--- src/rtl/tiny_cpu_pkg.sv ---
`default_nettype none
// ============================================================================
//  Module      : tiny_cpu_pkg
//  Description : Shared types and constants for the TinyCpu program
//                sequencer: sequencer state encoding, instruction field
//                widths, default HALT opcode / NOP word and field helpers.
//  Ports       : none (package)
//  Options     : none
//  Revision    : 1.0  initial release
// ============================================================================
package tiny_cpu_pkg;

    localparam int OP_W    = 4;
    localparam int DATA_W  = 8;
    localparam int INSTR_W = OP_W + DATA_W;

    localparam logic [OP_W-1:0]    HALT_OP_DEF  = 4'hF;
    localparam logic [INSTR_W-1:0] NOP_WORD_DEF = 12'h000;

    typedef enum logic [1:0] {
        IDLE   = 2'd0,
        ISSUE  = 2'd1,
        SETTLE = 2'd2,
        DONE   = 2'd3
    } seq_state_t;

    function automatic logic [OP_W-1:0] op_of(input logic [INSTR_W-1:0] word);
        return word[INSTR_W-1 -: OP_W];
    endfunction

    function automatic logic [DATA_W-1:0] data_of(input logic [INSTR_W-1:0] word);
        return word[DATA_W-1:0];
    endfunction

endpackage
`default_nettype wire

--- src/rtl/tiny_prog_mem.sv ---
`default_nettype none
// ============================================================================
//  Module      : tiny_prog_mem
//  Description : DEPTH x 12-bit program register file. Every word resets to
//                a HALT instruction. Synchronous write (enable is gated by
//                the caller), combinational read.
//  Ports       : clk, rst_n          clock / async active-low reset
//                we, wr_addr, wr_data write port
//                rd_addr, rd_data     combinational read port
//  Options     : none
//  Revision    : 1.0  initial release
// ============================================================================
module tiny_prog_mem
    import tiny_cpu_pkg::*;
#(
    parameter int               DEPTH   = 16,
    parameter int               AW      = $clog2(DEPTH),
    parameter logic [OP_W-1:0]  HALT_OP = HALT_OP_DEF
) (
    input  logic               clk,
    input  logic               rst_n,
    input  logic               we,
    input  logic [AW-1:0]      wr_addr,
    input  logic [INSTR_W-1:0] wr_data,
    input  logic [AW-1:0]      rd_addr,
    output logic [INSTR_W-1:0] rd_data
);

    logic [INSTR_W-1:0] r_mem [DEPTH];

    always_ff @(posedge clk or negedge rst_n) begin
        if (!rst_n) begin
            for (int i = 0; i < DEPTH; i++) begin
                r_mem[i] <= {HALT_OP, {DATA_W{1'b0}}};
            end
        end else if (we) begin
            r_mem[wr_addr] <= wr_data;
        end
    end

    // DEPTH is a power of two, so every rd_addr value is in range.
    assign rd_data = r_mem[rd_addr];

endmodule
`default_nettype wire

--- src/rtl/tiny_cpu_sequencer.sv ---
`default_nettype none
// ============================================================================
//  Module      : tiny_cpu_sequencer
//  Description : Program sequencer for the TinyCpu datapath. Issues stored
//                12-bit words one at a time on CpuIn, inserts SETTLE_CYCLES
//                NOP cycles after each, captures CpuResult in the last
//                settle cycle, and stops on HALT, end of memory or Abort.
//  Ports       : Clk, Rst_n                  clock / async active-low reset
//                ProgWe, ProgAddr, ProgData  program write port (idle only)
//                Start, Abort                run control
//                CpuIn, CpuResult            TinyCpu In / Result
//                Busy, Done, Pc              status (Done is a 1-cycle pulse)
//                LastResult, ResultValid     captured result + update pulse
//                Step, StepMode              single-step control (optional)
//  Options     : TINY_SEQ_STEP_EN adds Step/StepMode single-step operation.
//  Revision    : 1.0  initial release
// ============================================================================
module tiny_cpu_sequencer
    import tiny_cpu_pkg::*;
#(
    parameter int                  DEPTH         = 16,
    parameter int                  AW            = $clog2(DEPTH),
    parameter int                  SETTLE_CYCLES = 1,
    parameter logic [INSTR_W-1:0]  NOP_WORD      = NOP_WORD_DEF,
    parameter logic [OP_W-1:0]     HALT_OP       = HALT_OP_DEF
) (
    input  logic               Clk,
    input  logic               Rst_n,
    input  logic               ProgWe,
    input  logic [AW-1:0]      ProgAddr,
    input  logic [INSTR_W-1:0] ProgData,
    input  logic               Start,
    input  logic               Abort,
`ifdef TINY_SEQ_STEP_EN
    input  logic               Step,
    input  logic               StepMode,
`endif
    output logic [INSTR_W-1:0] CpuIn,
    input  logic [DATA_W-1:0]  CpuResult,
    output logic               Busy,
    output logic               Done,
    output logic [AW-1:0]      Pc,
    output logic [DATA_W-1:0]  LastResult,
    output logic               ResultValid
);

    localparam int CW = $clog2(SETTLE_CYCLES + 1);

    seq_state_t         r_state;
    logic               r_issued;      // CpuIn currently carries the word at Pc
    logic [CW-1:0]      r_settle_cnt;

    logic [AW-1:0]      w_rd_addr;
    logic [INSTR_W-1:0] w_word;
    logic               w_is_halt;
    logic               w_auto_issue;  // issue immediately on entering ISSUE
    logic               w_step_go;     // a waiting ISSUE may issue now
    logic               w_entry_go;
    logic               w_last_settle;
    logic               w_at_end;

    tiny_prog_mem #(
        .DEPTH   (DEPTH),
        .AW      (AW),
        .HALT_OP (HALT_OP)
    ) u_mem (
        .clk     (Clk),
        .rst_n   (Rst_n),
        .we      (ProgWe & ~Busy),
        .wr_addr (ProgAddr),
        .wr_data (ProgData),
        .rd_addr (w_rd_addr),
        .rd_data (w_word)
    );

    // Outputs are registered, so the word is fetched for the address that
    // will be current in the next cycle: 0 on Start, Pc+1 when leaving SETTLE.
    always_comb begin
        w_rd_addr = Pc;
        case (r_state)
            IDLE:    w_rd_addr = '0;
            SETTLE:  w_rd_addr = Pc + AW'(1);
            default: w_rd_addr = Pc;
        endcase
    end

`ifdef TINY_SEQ_STEP_EN
    assign w_auto_issue = ~StepMode;
    assign w_step_go    = ~StepMode | Step;
`else
    assign w_auto_issue = 1'b1;
    assign w_step_go    = 1'b1;
`endif

    assign w_is_halt     = (op_of(w_word) == HALT_OP);
    assign w_entry_go    = w_auto_issue & ~w_is_halt;
    assign w_last_settle = (r_settle_cnt == CW'(1));
    assign w_at_end      = (Pc == AW'(DEPTH - 1));

    always_ff @(posedge Clk or negedge Rst_n) begin
        if (!Rst_n) begin
            r_state      <= IDLE;
            r_issued     <= 1'b0;
            r_settle_cnt <= '0;
            CpuIn        <= NOP_WORD;
            Busy         <= 1'b0;
            Done         <= 1'b0;
            Pc           <= '0;
            LastResult   <= '0;
            ResultValid  <= 1'b0;
        end else begin
            Done        <= 1'b0;
            ResultValid <= 1'b0;
            if (Abort) begin
                r_state      <= IDLE;
                r_issued     <= 1'b0;
                r_settle_cnt <= '0;
                CpuIn        <= NOP_WORD;
                Busy         <= 1'b0;
            end else begin
                case (r_state)
                    IDLE: begin
                        if (Start) begin
                            Pc       <= '0;
                            r_state  <= ISSUE;
                            Busy     <= 1'b1;
                            CpuIn    <= w_entry_go ? w_word : NOP_WORD;
                            r_issued <= w_entry_go;
                        end
                    end
                    ISSUE: begin
                        if (r_issued) begin
                            r_state      <= SETTLE;
                            CpuIn        <= NOP_WORD;
                            r_issued     <= 1'b0;
                            r_settle_cnt <= CW'(SETTLE_CYCLES);
                        end else if (w_is_halt) begin
                            // HALT is never driven onto CpuIn
                            r_state <= DONE;
                            Done    <= 1'b1;
                            Busy    <= 1'b0;
                            CpuIn   <= NOP_WORD;
                        end else if (w_step_go) begin
                            CpuIn    <= w_word;
                            r_issued <= 1'b1;
                        end
                    end
                    SETTLE: begin
                        r_settle_cnt <= r_settle_cnt - CW'(1);
                        if (w_last_settle) begin
                            LastResult  <= CpuResult;
                            ResultValid <= 1'b1;
                            if (w_at_end) begin
                                // no wrap: the last word ends the program
                                r_state <= DONE;
                                Done    <= 1'b1;
                                Busy    <= 1'b0;
                            end else begin
                                Pc       <= Pc + AW'(1);
                                r_state  <= ISSUE;
                                CpuIn    <= w_entry_go ? w_word : NOP_WORD;
                                r_issued <= w_entry_go;
                            end
                        end
                    end
                    DONE: begin
                        r_state <= IDLE;
                    end
                    default: begin
                        r_state <= IDLE;
                    end
                endcase
            end
        end
    end

endmodule
`default_nettype wire

--- config.mk ---
export PLATFORM = sky130hd
export DESIGN_NAME = tiny_cpu_sequencer
export DESIGN_NICKNAME = d
export VERILOG_FILES = /design/src/rtl/tiny_cpu_pkg.sv /design/src/rtl/tiny_prog_mem.sv /design/src/rtl/tiny_cpu_sequencer.sv
export SDC_FILE = /design/constraint.sdc
export NUM_CORES = 1
export LEC_CHECK = 0
export CAP_MARGIN = 30
export CORE_UTILIZATION = 40
export DETAILED_ROUTE_END_ITERATION = 16
export PLACE_DENSITY = 0.66
export SYNTH_ARGS = -nofsm -noshare
export SYNTH_HDL_FRONTEND = slang
export SYNTH_SLANG_ARGS = --single-unit
--- constraint.sdc ---
create_clock -name Clk -period 4.5 [get_ports Clk]
set_clock_uncertainty 0.2 [all_clocks]
set_input_delay 0.9 -clock Clk [delete_from_list [all_inputs] [get_ports Clk]]
set_output_delay 0.9 -clock Clk [all_outputs]
set_load 0.005 [all_outputs]
# --- Yosys cells after proc, flatten, opt, wreduce, memory -nomap -nowiden ---
# Index checks and enable logic that the tools add are counted.
classes:
  bitwise: 6
  addsub: 2
  n_mux: 51
  order_cmp: 3
  n_eq_ne: 16
  n_reduce_logical: 11
op_table:
  columns: ["cell", "n"]
  rows:
  - ["$bwmux W192", 1]
  - ["$mux W12", 9]
  - ["$bmux W12 S4", 1]
  - ["$demux W12 S4", 1]
  - ["$pmux W12 S3", 1]
  - ["$mux W1", 22]
  - ["$ne A3 B3 Y1 const B", 7]
  - ["$pmux W4 S2", 2]
  - ["$mux W2", 6]
  - ["$mux W4", 3]
  - ["$ge A5 B5 Y1 const B", 2]
  - ["$not A4 Y5", 2]
  - ["$eq A4 B4 Y1 const B", 2]
  - ["$pmux W2 S4", 1]
  - ["$ne A2 B2 Y1 const B", 3]
  - ["$pmux W1 S3", 2]
  - ["$reduce_and A3 Y1", 2]
  - ["$reduce_and A6 Y1", 1]
  - ["$lt A5 B1 Y1 const B", 1]
  - ["$reduce_and A5 Y1", 1]
  - ["$add A4 B1 Y4 const B", 1]
  - ["$eq A2 B2 Y1 const B", 2]
  - ["$ne A4 B4 Y1 const B", 1]
  - ["$pmux W1 S2", 2]
  - ["11 further kinds", 13]
totals:
  inputBits: 29
  out_inout_bits: 27
  regBits: 223
  word_cells: 114

# --- Depth between registers and ports, before layout ---
depth:
  depth_word: 12
  depth_mapped: 13

# --- Cells and area by module ---
# From an unflattened synthesis, not the netlist that was laid out.
unflattened:
  cells_unflattened: 693
  area_unflattened_um2: 10338.7
by_module_without_submodules:
  columns: ["mod", "cells_each", "seq_area_each_um2", "area_each_um2", "instances"]
  rows:
  - ["tiny_prog_mem", 543, 4884.7, 8757.1, 1]
  - ["tiny_cpu_sequencer", 150, 775.7, 1581.5, 1]

# --- Worst setup path before layout ---
# Ideal clock, no wire load.
synth_path:
  path_type: "flip-flop to flip-flop"
  from: "register r_state[0]"
  to: "register Busy"
  path_slack_ps: 1326
  period_less_slack_ps: 3174
  t_arrival_ps: 2880
  path_stages_with_launch: 13
  required_ps: 4206
  path_cell_list: "dfrtp_1 > inv_1 > ha_1 > or3b_1 > buf_2 > nand2_4 > buf_6 > a22oi_1 > o31a_1 > a32oi_2 > nand4_2 > or4_1 > a221oi_2"
synth_via:
  elab_chain_len: 9
  word_cells_on_any_way: 18
  classes_between: "8 x eq/ne; 6 x mux; 1 x bitwise; 3 x reduce/logical"
synth_rtl:
  columns: ["element", "line", "rtl"]
  rows:
  - ["from (decl)", "tiny_cpu_sequencer.sv:49", "seq_state_t r_state;"]
  - ["from (signal assigned)", "tiny_cpu_sequencer.sv:102", "r_state <= IDLE;"]
  - ["from (signal assigned)", "tiny_cpu_sequencer.sv:115", "r_state <= IDLE;"]
  - ["from (signal assigned)", "tiny_cpu_sequencer.sv:125", "r_state <= ISSUE;"]
  - ["$eq A2 B2 Y1 / $logic_not A2 Y1 (equally long branches)", "tiny_cpu_sequencer.sv:80, tiny_cpu_sequencer.sv:121", null]
  - ["$pmux W4 S2", "tiny_cpu_sequencer.sv:80", "case (r_state)"]
  - ["$not A4 Y5 (implied by the code)", "tiny_prog_mem.sv:42", "assign rd_data = r_mem[rd_addr];"]
  - ["$bmux W12 S4", "tiny_prog_mem.sv:42", null]
  - ["$mux W12 (implied by the code) (2 in series)", "tiny_prog_mem.sv:42", null]
  - ["$eq A4 B4 Y1", "tiny_cpu_sequencer.sv:95", "assign w_is_halt = (op_of(w_word) == HALT_OP);"]
  - ["$ne A3 B3 Y1 (no source line)", null, null]
  - ["$reduce_and A6 Y1 (no source line)", null, null]
  - ["to (signal assigned)", "tiny_cpu_sequencer.sv:106", "Busy <= 1'b0;"]
  - ["to (signal assigned)", "tiny_cpu_sequencer.sv:119", "Busy <= 1'b0;"]
  - ["to (signal assigned)", "tiny_cpu_sequencer.sv:126", "Busy <= 1'b1;"]
  - ["to (decl)", "tiny_cpu_sequencer.sv:40", "output logic Busy,"]
# Several ways; a longest one is shown, not always the timed one. The select of a mux whose other input is x is not followed.
# A chain may end at the register's enable or synchronous reset.

# --- Worst setup path in the final report ---
layout_path:
  from: "register r_state[0]"
  to: "register CpuIn[0]"
layout_via:
  elab_chain_len: 12
  word_cells_on_any_way: 21
  classes_between: "6 x eq/ne; 11 x mux; 1 x bitwise; 3 x reduce/logical"
layout_rtl:
  columns: ["element", "line", "rtl"]
  rows:
  - ["$eq A2 B2 Y1 / $logic_not A2 Y1 (equally long branches)", "tiny_cpu_sequencer.sv:80, tiny_cpu_sequencer.sv:121", null]
  - ["$pmux W4 S2", "tiny_cpu_sequencer.sv:80", null]
  - ["$not A4 Y5 (implied by the code)", "tiny_prog_mem.sv:42", null]
  - ["$bmux W12 S4", "tiny_prog_mem.sv:42", null]
  - ["$mux W12 (implied by the code) (2 in series)", "tiny_prog_mem.sv:42", null]
  - ["$eq A4 B4 Y1", "tiny_cpu_sequencer.sv:95", null]
  - ["$mux W12", "tiny_cpu_sequencer.sv:137", "end else if (w_is_halt) begin"]
  - ["$mux W12", "tiny_cpu_sequencer.sv:153", "if (w_at_end) begin"]
  - ["$mux W12", "tiny_cpu_sequencer.sv:150", "if (w_last_settle) begin"]
  - ["$pmux W12 S3", "tiny_cpu_sequencer.sv:121", "case (r_state)"]
  - ["$mux W12", "tiny_cpu_sequencer.sv:114", "if (Abort) begin"]
  - ["to (signal assigned)", "tiny_cpu_sequencer.sv:127", "CpuIn <= w_entry_go ? w_word : NOP_WORD;"]
  - ["to (signal assigned)", "tiny_cpu_sequencer.sv:144", "CpuIn <= w_word;"]
  - ["to (signal assigned)", "tiny_cpu_sequencer.sv:161", "CpuIn <= w_entry_go ? w_word : NOP_WORD;"]
  - ["to (decl)", "tiny_cpu_sequencer.sv:38", "output logic [INSTR_W-1:0] CpuIn,"]
# Several ways; a longest one is shown, not always the timed one. The select of a mux whose other input is x is not followed.

==> reports/qor.csv <==
metric;value;unit
critical path peak fanout;14;
final setup vio count;0;
routed vias;7294;
antenna viol nets, final;0;
most frequent cells in the layout;207 x mux2_2, 159 x dfrtp_1, 68 x nand2_1, 64 x dfstp_2, 54 x clkdlybuf4s50_1;
Worst setup SP type;flip-flop;
die area;28200;µm²
Tcrit/Tclk final;93.2;%
fin crit period;4.19;ns
critical path data arrival time;4.46;ns
row cnt;60;
cell chain of the critical path;inv_1 > ha_1 > buf_4 > nor3b_2 > nor2_1 > a221o_1 > a2111oi_0 > a211oi_1 > nand4_2 > and4b_1 > a32o_1;
synthesized instance count;854;
Comb pwr share;31.5;%
Synth Flop Type;dfrtp_1;
Synth warnings;0;
vias in the first global route;7531;
Post-Place Worst Slack;0.438;ns
CP max stage cell;and4b_1;
Worst EP required;4.76;ns
first-pass GRT wire length;43800;µm
port bufs;55;
Initial DRC Count;436;
area leader, netlist;dfrtp_1;
CTS resizes;0;
kind of critical path;flip-flop to flip-flop;
post-synth top area share;36.1;%
Power Total;7990;µW
Clock Path Buffers;3;
Yosys reg bits;223;
Initial Util;40.8;%
Die Wd;168;µm
Power Internal;5550;µW
Area after DPL;11900;µm²
RSZ-0062 raised after global routing;no;
PD cells;626;nW/µm²
Clock Root Buffer;clkbuf_16;
Post-synth EDFFs;0;
post-synthesis sequential area ratio;51.3;%
antenna violations before repair;0;
layout cell share with drive strength beyond 1;42.2;%
final worst setup slack;0.308;ns
hold buffer count at cts;0;
Fin Setup TNS;0;ns
Yosys cell types;66;
worst slew pin tran;0.919;ns
HPWL Detailed;16900;µm
I/O Pins;56;
FMAX;239;MHz
most common library cell in the layout ignoring fill and taps;mux2_2;
worst-skew pair later-pin latency;0.53;ns
crit path capture type;flip-flop;
sequential power share;42.7;%
GPL Wtd Cong;0.904;
Fin. Hold Viols;0;
final wirelength;27000;µm
fraction of registers with async set/reset;100;%
gr ovfl total;0;
Leak;0.00521;µW
vias per cell;5.83;
P&R area growth vs syn;15.7;%
syn_nets;888;
Avg Cell Area, Syn;12.9;µm²
Area contributors post-synth;dfrtp_1 36%, mux2_2 21%, dfstp_2 15%;
Die Y-Extent;168;µm
CTS clk-pin slew, worst paths;0.07;ns
CP max stage delay;0.71;ns
Placeable Area;27000;µm²
largest net degree at the start of global routing;97;
Nets;927;
TritonRoute pass-1 iters;5;
VDD IR-drop max;0.345;mV
Antenna Cells;0;
worst rel slew slack;38.6;%
Hold Crit Class;input port to asynchronous set/reset pin;
sw frac;30.5;%
drt wl/cell;21.6;µm
number of H-tree levels;1;
switching pwr;2430;µW
Inserted Clock Buffers;24;
DRC;0;
CTS Sinks;223;
Clock Power Share;25.8;%
status;finished, final reports clean;
design area;12800;µm²
max cap viols;0;
Slew Viols, Final;0;
mapped cell area;11000;µm²
TritonCTS clock tree;yes;
GRT Total Usage;19.9;%
post-CTS setup buffer count;0;
-- cell type report --
cell class	count	area, µm²
sequential	223	5660
inverter	8	30.0
clock buffer	34	668
multi-input combinational	554	5050
tap	341	427
timing repair buffer	82	758
clock inverter	10	165
fill	2409	14300
-- critical path: cells and delay by family (launching register included) --
family / cells / cell delay [ns]
buf+inv: 2 / 0.39
flops: 1 / 0.38
compound gates: 4 / 1.26
fa+ha+maj: 1 / 0.36
simple gates: 4 / 1.51
-- registers in the layout (all words and copies together) (netlist names), 2 cells and up --
signal,count
LastResult,8
CpuIn,12
r_state,2
Pc,4
u_mem.r_mem,192
-- metal layers --
layer | part of all wire [%] | vias up | global-route usage, %
met1 | 45 | 3763 | 27.7
met4 | 2.8 | 0 | 5.22
li1 | - | 3256 | -
met2 | 48 | 224 | 33.0
met5 | 0 | - | 0
met3 | 4.5 | 51 | 2.52
-- kinds of logic after synthesis --
logic type / count (synthesis) / share of synthesized area (%)
muxes: 245 / 28.2
DFF: 223 / 51.3
and+or+nand+nor: 162 / 7.45
AOI/OAI and AO/OA: 141 / 9.25
buffers and inverters: 77 / 3.13
adders and majority gates: 5 / 0.567
xor gates and xnor gates: 1 / 0.0794
-- final timing paths --
kind                       slack (ns)          endpoint             start  depth (start not counted)
max in group asynchronous        2.91   u_mem.r_mem[20]             Rst_n                          2
min                              0.17             Pc[2]             Rst_n                          1
max reg2reg                      0.31          CpuIn[0]        r_state[0]                         11
max                              0.31          CpuIn[0]        r_state[0]                         11
min reg2reg                      0.30  u_mem.r_mem[158]  u_mem.r_mem[158]                          1
min in group Clk                 0.30  u_mem.r_mem[158]  u_mem.r_mem[158]                          1
-- cell usage after synthesis (7+ instances only) --
master,number
a32o_1,8
a21oi_1,15
clkbuf_1,37
a211oi_1,17
nor2_1,12
dfstp_2,64
nand2_1,68
o21ai_0,30
nor2b_1,12
nand3_1,26
nor3b_1,7
mux2_2,207
nor3_1,7
a211o_1,9
mux4_2,32
buf_2,21
inv_1,7
dfrtp_1,159
a21o_1,11
a22o_1,8
a31oi_1,9
-- power by group through the flow --
stage / Sequential (µW) / Clock, µW / Combinational, µW
finish: 3410 / 2060 / 2520
global route: 3510 / 2190 / 2750
CTS: 3400 / 2110 / 2530
floorplan: 3250 / 0 / 1890
global placement: 3410 / 0 / 2450
detailed placement: 3430 / 0 / 2520
-- stage by stage --
step | std cells | util [%] | hold WS (ns)
2_1_floorplan | 854 | - | 0.274
3_3_place_gp | 1208 | 44.1 | 0.281
4_1_cts | 1252 | 47.2 | 0.220
3_5_place_dp | 1208 | 44.1 | 0.287
5_1_grt | 1252 | 47.2 | 0.227
6_report | 1252 | 47.2 | 0.169
No activity file was read; power rests on OpenSTA's default activity.
